### config.mk
export PLATFORM = sky130hd
export DESIGN_NAME = reg_universal
export DESIGN_NICKNAME = d
export VERILOG_FILES = /design/src/rtl/reg_universal_pkg.sv /design/src/rtl/reg_universal_next.sv /design/src/rtl/reg_universal.sv
export SDC_FILE = /design/constraint.sdc
export NUM_CORES = 1
export LEC_CHECK = 0
export CAP_MARGIN = 10
export CORE_ASPECT_RATIO = 2
export CORE_MARGIN = 4
export CORE_UTILIZATION = 35
export DETAILED_ROUTE_END_ITERATION = 6
export PLACE_DENSITY = 0.7
export SETUP_SLACK_MARGIN = 0.2
export SLEW_MARGIN = 20
export SYNTH_ARGS = -nofsm -noshare
export SYNTH_HDL_FRONTEND = slang
export SYNTH_SLANG_ARGS = --single-unit
### constraint.sdc
create_clock -name clk -period 1.3 [get_ports clk]
set_input_delay 0.26 -clock clk [delete_from_list [all_inputs] [get_ports clk]]
set_output_delay 0.26 -clock clk [all_outputs]
set_load 0.02 [all_outputs]
### src/rtl/reg_universal_pkg.sv
// rtl/reg_universal_pkg.sv - shared types for the universal shift register
package reg_universal_pkg;

   localparam int MODE_W = 3;

   typedef enum logic [MODE_W-1:0] {
      MODE_HOLD = 3'd0,
      MODE_LOAD = 3'd1,
      MODE_SHL  = 3'd2,
      MODE_SHR  = 3'd3,
      MODE_ROTL = 3'd4,
      MODE_ROTR = 3'd5
   } mode_t;

   typedef enum logic {
      ST_IDLE  = 1'b0,
      ST_SHIFT = 1'b1
   } state_t;

endpackage

### src/rtl/reg_universal_next.sv
// rtl/reg_universal_next.sv - combinational next-value select for the register
module reg_universal_next
   import reg_universal_pkg::*;
#(
   parameter int WIDTH = 8
) (
   input  logic [WIDTH-1:0]  q,
   input  logic [WIDTH-1:0]  d,
   input  logic              ser_in,
   input  logic [MODE_W-1:0] mode,
   output logic [WIDTH-1:0]  q_next
);

   // Unused codes 6 and 7 fall through to hold.
   always_comb begin
      q_next = q;
      case (mode)
         MODE_LOAD: q_next = d;
         MODE_SHL:  q_next = {q[WIDTH-2:0], ser_in};
         MODE_SHR:  q_next = {ser_in, q[WIDTH-1:1]};
         MODE_ROTL: q_next = {q[WIDTH-2:0], q[WIDTH-1]};
         MODE_ROTR: q_next = {q[0], q[WIDTH-1:1]};
         default:   q_next = q;
      endcase
   end

endmodule

### src/rtl/reg_universal.sv
// rtl/reg_universal.sv - universal register with a WIDTH-cycle auto-shift sequence
module reg_universal
   import reg_universal_pkg::*;
#(
   parameter int WIDTH = 8
) (
   input  logic              clk,
   input  logic              reset,
   input  logic [MODE_W-1:0] mode,
   input  logic [WIDTH-1:0]  d,
   input  logic              ser_in,
   input  logic              start,
   output logic [WIDTH-1:0]  q,
   output logic              ser_out,
   output logic              busy,
   output logic              done
);

   localparam int CW = $clog2(WIDTH + 1);

   state_t            state;
   state_t            state_nx;
   logic [CW-1:0]     cnt;
   logic [CW-1:0]     cnt_nx;
   logic              done_nx;
   logic [WIDTH-1:0]  q_sel;
   logic [WIDTH-1:0]  q_nx;
   logic [MODE_W-1:0] mode_eff;

   // A running sequence forces SHR, so the same select block serves both paths.
   assign mode_eff = (state == ST_SHIFT) ? MODE_SHR : mode;

   reg_universal_next #(
      .WIDTH (WIDTH)
   ) u_next (
      .q      (q),
      .d      (d),
      .ser_in (ser_in),
      .mode   (mode_eff),
      .q_next (q_sel)
   );

   always_ff @(posedge clk) begin
      if (reset) begin
         state <= ST_IDLE;
         cnt   <= '0;
         q     <= '0;
         done  <= 1'b0;
      end else begin
         state <= state_nx;
         cnt   <= cnt_nx;
         q     <= q_nx;
         done  <= done_nx;
      end
   end

   always_comb begin
      state_nx = state;
      cnt_nx   = cnt;
      done_nx  = 1'b0;
      q_nx     = q;
      case (state)
         ST_IDLE: begin
            if (start) begin
               state_nx = ST_SHIFT;
               cnt_nx   = CW'(WIDTH);
            end else begin
               q_nx = q_sel;
            end
         end
         ST_SHIFT: begin
            q_nx = q_sel;
            if (cnt != '0) begin
               cnt_nx = cnt - 1'b1;
            end
            // Last shift: leave on this edge and flag completion for one cycle.
            if (cnt <= CW'(1)) begin
               state_nx = ST_IDLE;
               done_nx  = 1'b1;
            end
         end
         default: begin
            state_nx = ST_IDLE;
         end
      endcase
   end

   always_comb begin
      busy    = (state == ST_SHIFT);
      ser_out = q[0];
   end

endmodule

==> metrics.md <==
| Metric | Value |
|---|---|
| Reg2reg start | cnt[0] |
| Synth Net Count | about 130 |
| H-tree depth | 1 |
| Async S/R FF share, synth | 0 |
| Met3 wire len | 136 um |
| Grt ovf | 0 |
| Hpwl dp | approximately 2000 um |
| IO buf count | 25 |
| Num CTS Buffers | 3 |
| Reg clk slew, reported paths | 0.06 ns |
| Worst r2r path cells | 6 |
| N_diodes | 0 |
| Slowest cell on crit path | dfxtp_4 |
| F_max | 833 MHz |
| Worst EP arrival | 1.34 ns |
| Clk_lat worst skew | 0.25 ns |
| Largest area contributor in the netlist | dfxtp_1 |
| Row cnt | 26 |
| Pwr Density | 934 mW/mm^2 |
| Vias | about 1100 |
| DIE WIDTH | 44.2 um |
| LEAKAGE | 0.000692 uW |
| Slew HR | 0.810 |
| CTS tree | built |
| Total track usage | 0.183 |
| Maximum number of pins on one net before global-route repair | 17 |
| Register area share after synthesis | 0.305 |
| Clock skew | 0.00301 ns |
| CP top delay family | flip-flops |
| Synth area leaders | dfxtp_1 31%, a21oi_1 7.6%, a22o_1 7.6% |
| Wire length per cell | 16.3 um |
| Top post-synthesis cells by count | 14 x a21oi_1, 14 x dfxtp_1, 14 x nand2_1, 8 x a22o_1, 8 x nor3b_1 |
| Post-synthesis register bit count | 14 |
| Hold Crit Start | cnt[2] |
| Initial Util | 0.362 |
| Pre-CTS setup slack | -0.564 ns |
| Fin Setup TNS | 0 ns |
| Status | finished clean |
| Clock root cell | clkbuf_8 |
| R2r endpoint | cnt[0] |
| Final period utilization | 0.924 |
| CP Data Required Time | approximately 1.4 ns |
| Antenna violations before repair | 0 |
| Share of cells above drive strength 1 | 0.538 |
| Startpoint types | flop |
| Routed Antenna Nets | 0 |
| M1 WL | 1110 um |
| Global-route wire length before repair | slightly below 5000 um |
| CP endpoint kind | flop |
| Top FF cell, synth | dfxtp_1 |
| Top layer used by detailed routing | met4 |
| Clk buf depth | 2 |
| Final net count | between 150 and 200 |
| Initial DRC count | 29 |
| Router iterations before antenna repair | 4 |
| Worst Setup Slack, final | between 0.09 and 0.1 ns |
| Area grow syn2layout | 80.0% |
| Max stage delay on crit path | 0.35 ns |
| Fin crit period | 1.20 ns |
| Slew @ Worst Pin | 0.286 ns |
| Top cell type's share of synthesized area | 0.305 |
| Chip height | a little over 80 um |
| Vias in the first global route | roughly 1100 |
| Final Max Slew Viols | 0 |
| Core area | 0.00254 mm^2 |
| Worst Path Max Fanout | 4 |
| Synthesized area | 918 um^2 |
| Die area | 0.00356 mm^2 |
| EDFF count, synth | 0 |
| DR WL met2 | 1860 um |
| Hold endpoint | cnt[2] |
| Max-cap violation count | 0 |
| Final WL | 3250 um |
| Dpl cell area | 0.00136 mm^2 |
| Fillers | 212 |
| CP Cell Sequence | inv_4 -> ha_4 -> inv_2 -> o31ai_4 -> nand2b_1 -> a21oi_2 |
| Avg Cell Area, Syn | 7.92 um^2 |
| Critical path type | reg -> reg |
| Vias per cell | roughly 5.6 |
| Detailed-route DRC error count | 0 |
| # IOs | 26 |
| Routability cong. | 0.877 |
| Cells after Synth | between 100 and 150 |
| Worst hold slack | 0.541 ns |
| Sink Count | 14 |
| Final hold vios | 0 |
| RSZ-0062 raised after global routing | yes |
| Unique masters post-synth | 31 |
| Flop-to-flop setup slack | 0.1 ns |
| Hold/Removal Path Class | reg -> reg |
| Fin area | 0.00165 mm^2 |
| Yosys warnings | 0 |
| Hold depth | 2 |
| Peak VDD IR | around 0.76 mV |
| CP bufs+invs | 2 |
| Number of setup violations in the final report | 0 |
-- logic make-up (layout without fill, tap and decap cells) --
family          Yosys count  in the layout  share of synthesized area
simple gates             46             46                      0.267
flops                    14             14                      0.305
buf+inv                  15             70                     0.0913
fa+ha+maj                 2              2                     0.0272
mux                       1              1                     0.0109
xor+xnor                  1              1                    0.00954
compound gates           37             37                      0.289
-- where the power goes --
group	internal [uW]	switching [uW]	total [uW]
sequential	470	37.3	508
clock	217	158	375
combinational	351	310	661
-- cells in the final DEF, fill, tap and decap left out, types with 3 or more instances in the layout --
| cell | netlist | routed |
|---|---|---|
| a21oi_1 | 14 | 9 |
| a21oi_2 | 1 | 4 |
| a22o_1 | 8 | 8 |
| buf_2 | 7 | 12 |
| buf_4 | 1 | 33 |
| buf_6 | 2 | 3 |
| clkbuf_8 | 0 | 3 |
| clkdlybuf4s50_1 | 0 | 10 |
| dfxtp_1 | 14 | 8 |
| dfxtp_2 | 0 | 4 |
| nand2_1 | 14 | 14 |
| nand2b_1 | 3 | 3 |
| nor2_1 | 7 | 6 |
| nor3b_2 | 0 | 6 |
| o221ai_1 | 7 | 5 |
-- metal layers --
layer / GRT usage / vias to the layer above
li1: - / 535
met2: 0.333 / 33
met5: 0 / -
met4: 0.118 / 0
met1: 0.179 / 533
met3: 0.0291 / 10
-- flip-flops by register name (all words and copies together) (netlist names) --
name and cells:
done 1, cnt 4, busy 1, q 8
-- cell type report --
| cell class | instances | area, um^2 | share of cell area |
|---|---|---|---|
| Tap cell | 28 | 35.0 | 0.0212 |
| Timing Repair Buffer | 62 | 526 | 0.318 |
| Inverter | 4 | 17.5 | 0.0106 |
| Clock buffer | 4 | 45.0 | 0.0273 |
| Multi-Input combinational cell | 87 | 737 | 0.446 |
| Sequential cell | 14 | 293 | 0.177 |
-- worst reg2reg max path, delay by kind of cell, from the launching register on --
kind | cells | cell delay, ns
flip-flops | 1 | 0.35
AO/OA/AOI/OAI | 2 | 0.31
AND/OR/NAND/NOR | 1 | 0.17
adder cells (fa/ha/maj) | 1 | 0.15
buffers and inverters | 2 | 0.11
-- repair_timing --
action,CTS,global route
setup buffers,6,8
pin swaps,25,11
cloned,2,0
gates resized for setup,73,26
endpoints found under the setup margin,22,22
endpoints found under the hold margin,0,0
hold buffers,0,0
-- through the flow --
step           instances  utilization  power [uW]
2_1_floorplan        116            -         817
3_3_place_gp         179        0.534        1010
3_5_place_dp         179        0.534        1030
4_1_cts              191        0.613        1460
5_1_grt              199        0.651        1630
6_report             199        0.651        1540
-- worst max-delay path by stage --
| stage | from | to | slack (ns) | cells past startpoint |
|---|---|---|---|---|
| floorplan | mode[2] | q[1] | 0.03 | 6 |
| global placement | mode[1] | q[5] | -0.50 | 5 |
| detailed placement | mode[1] | q[4] | -0.56 | 5 |
| CTS | busy | q[4] | 0.1 | 5 |
| global route | busy | q[5] | 0.04 | 5 |
| finish | cnt[0] | cnt[0] | 0.1 | 6 |
No activity file was read; power rests on OpenSTA's default activity.
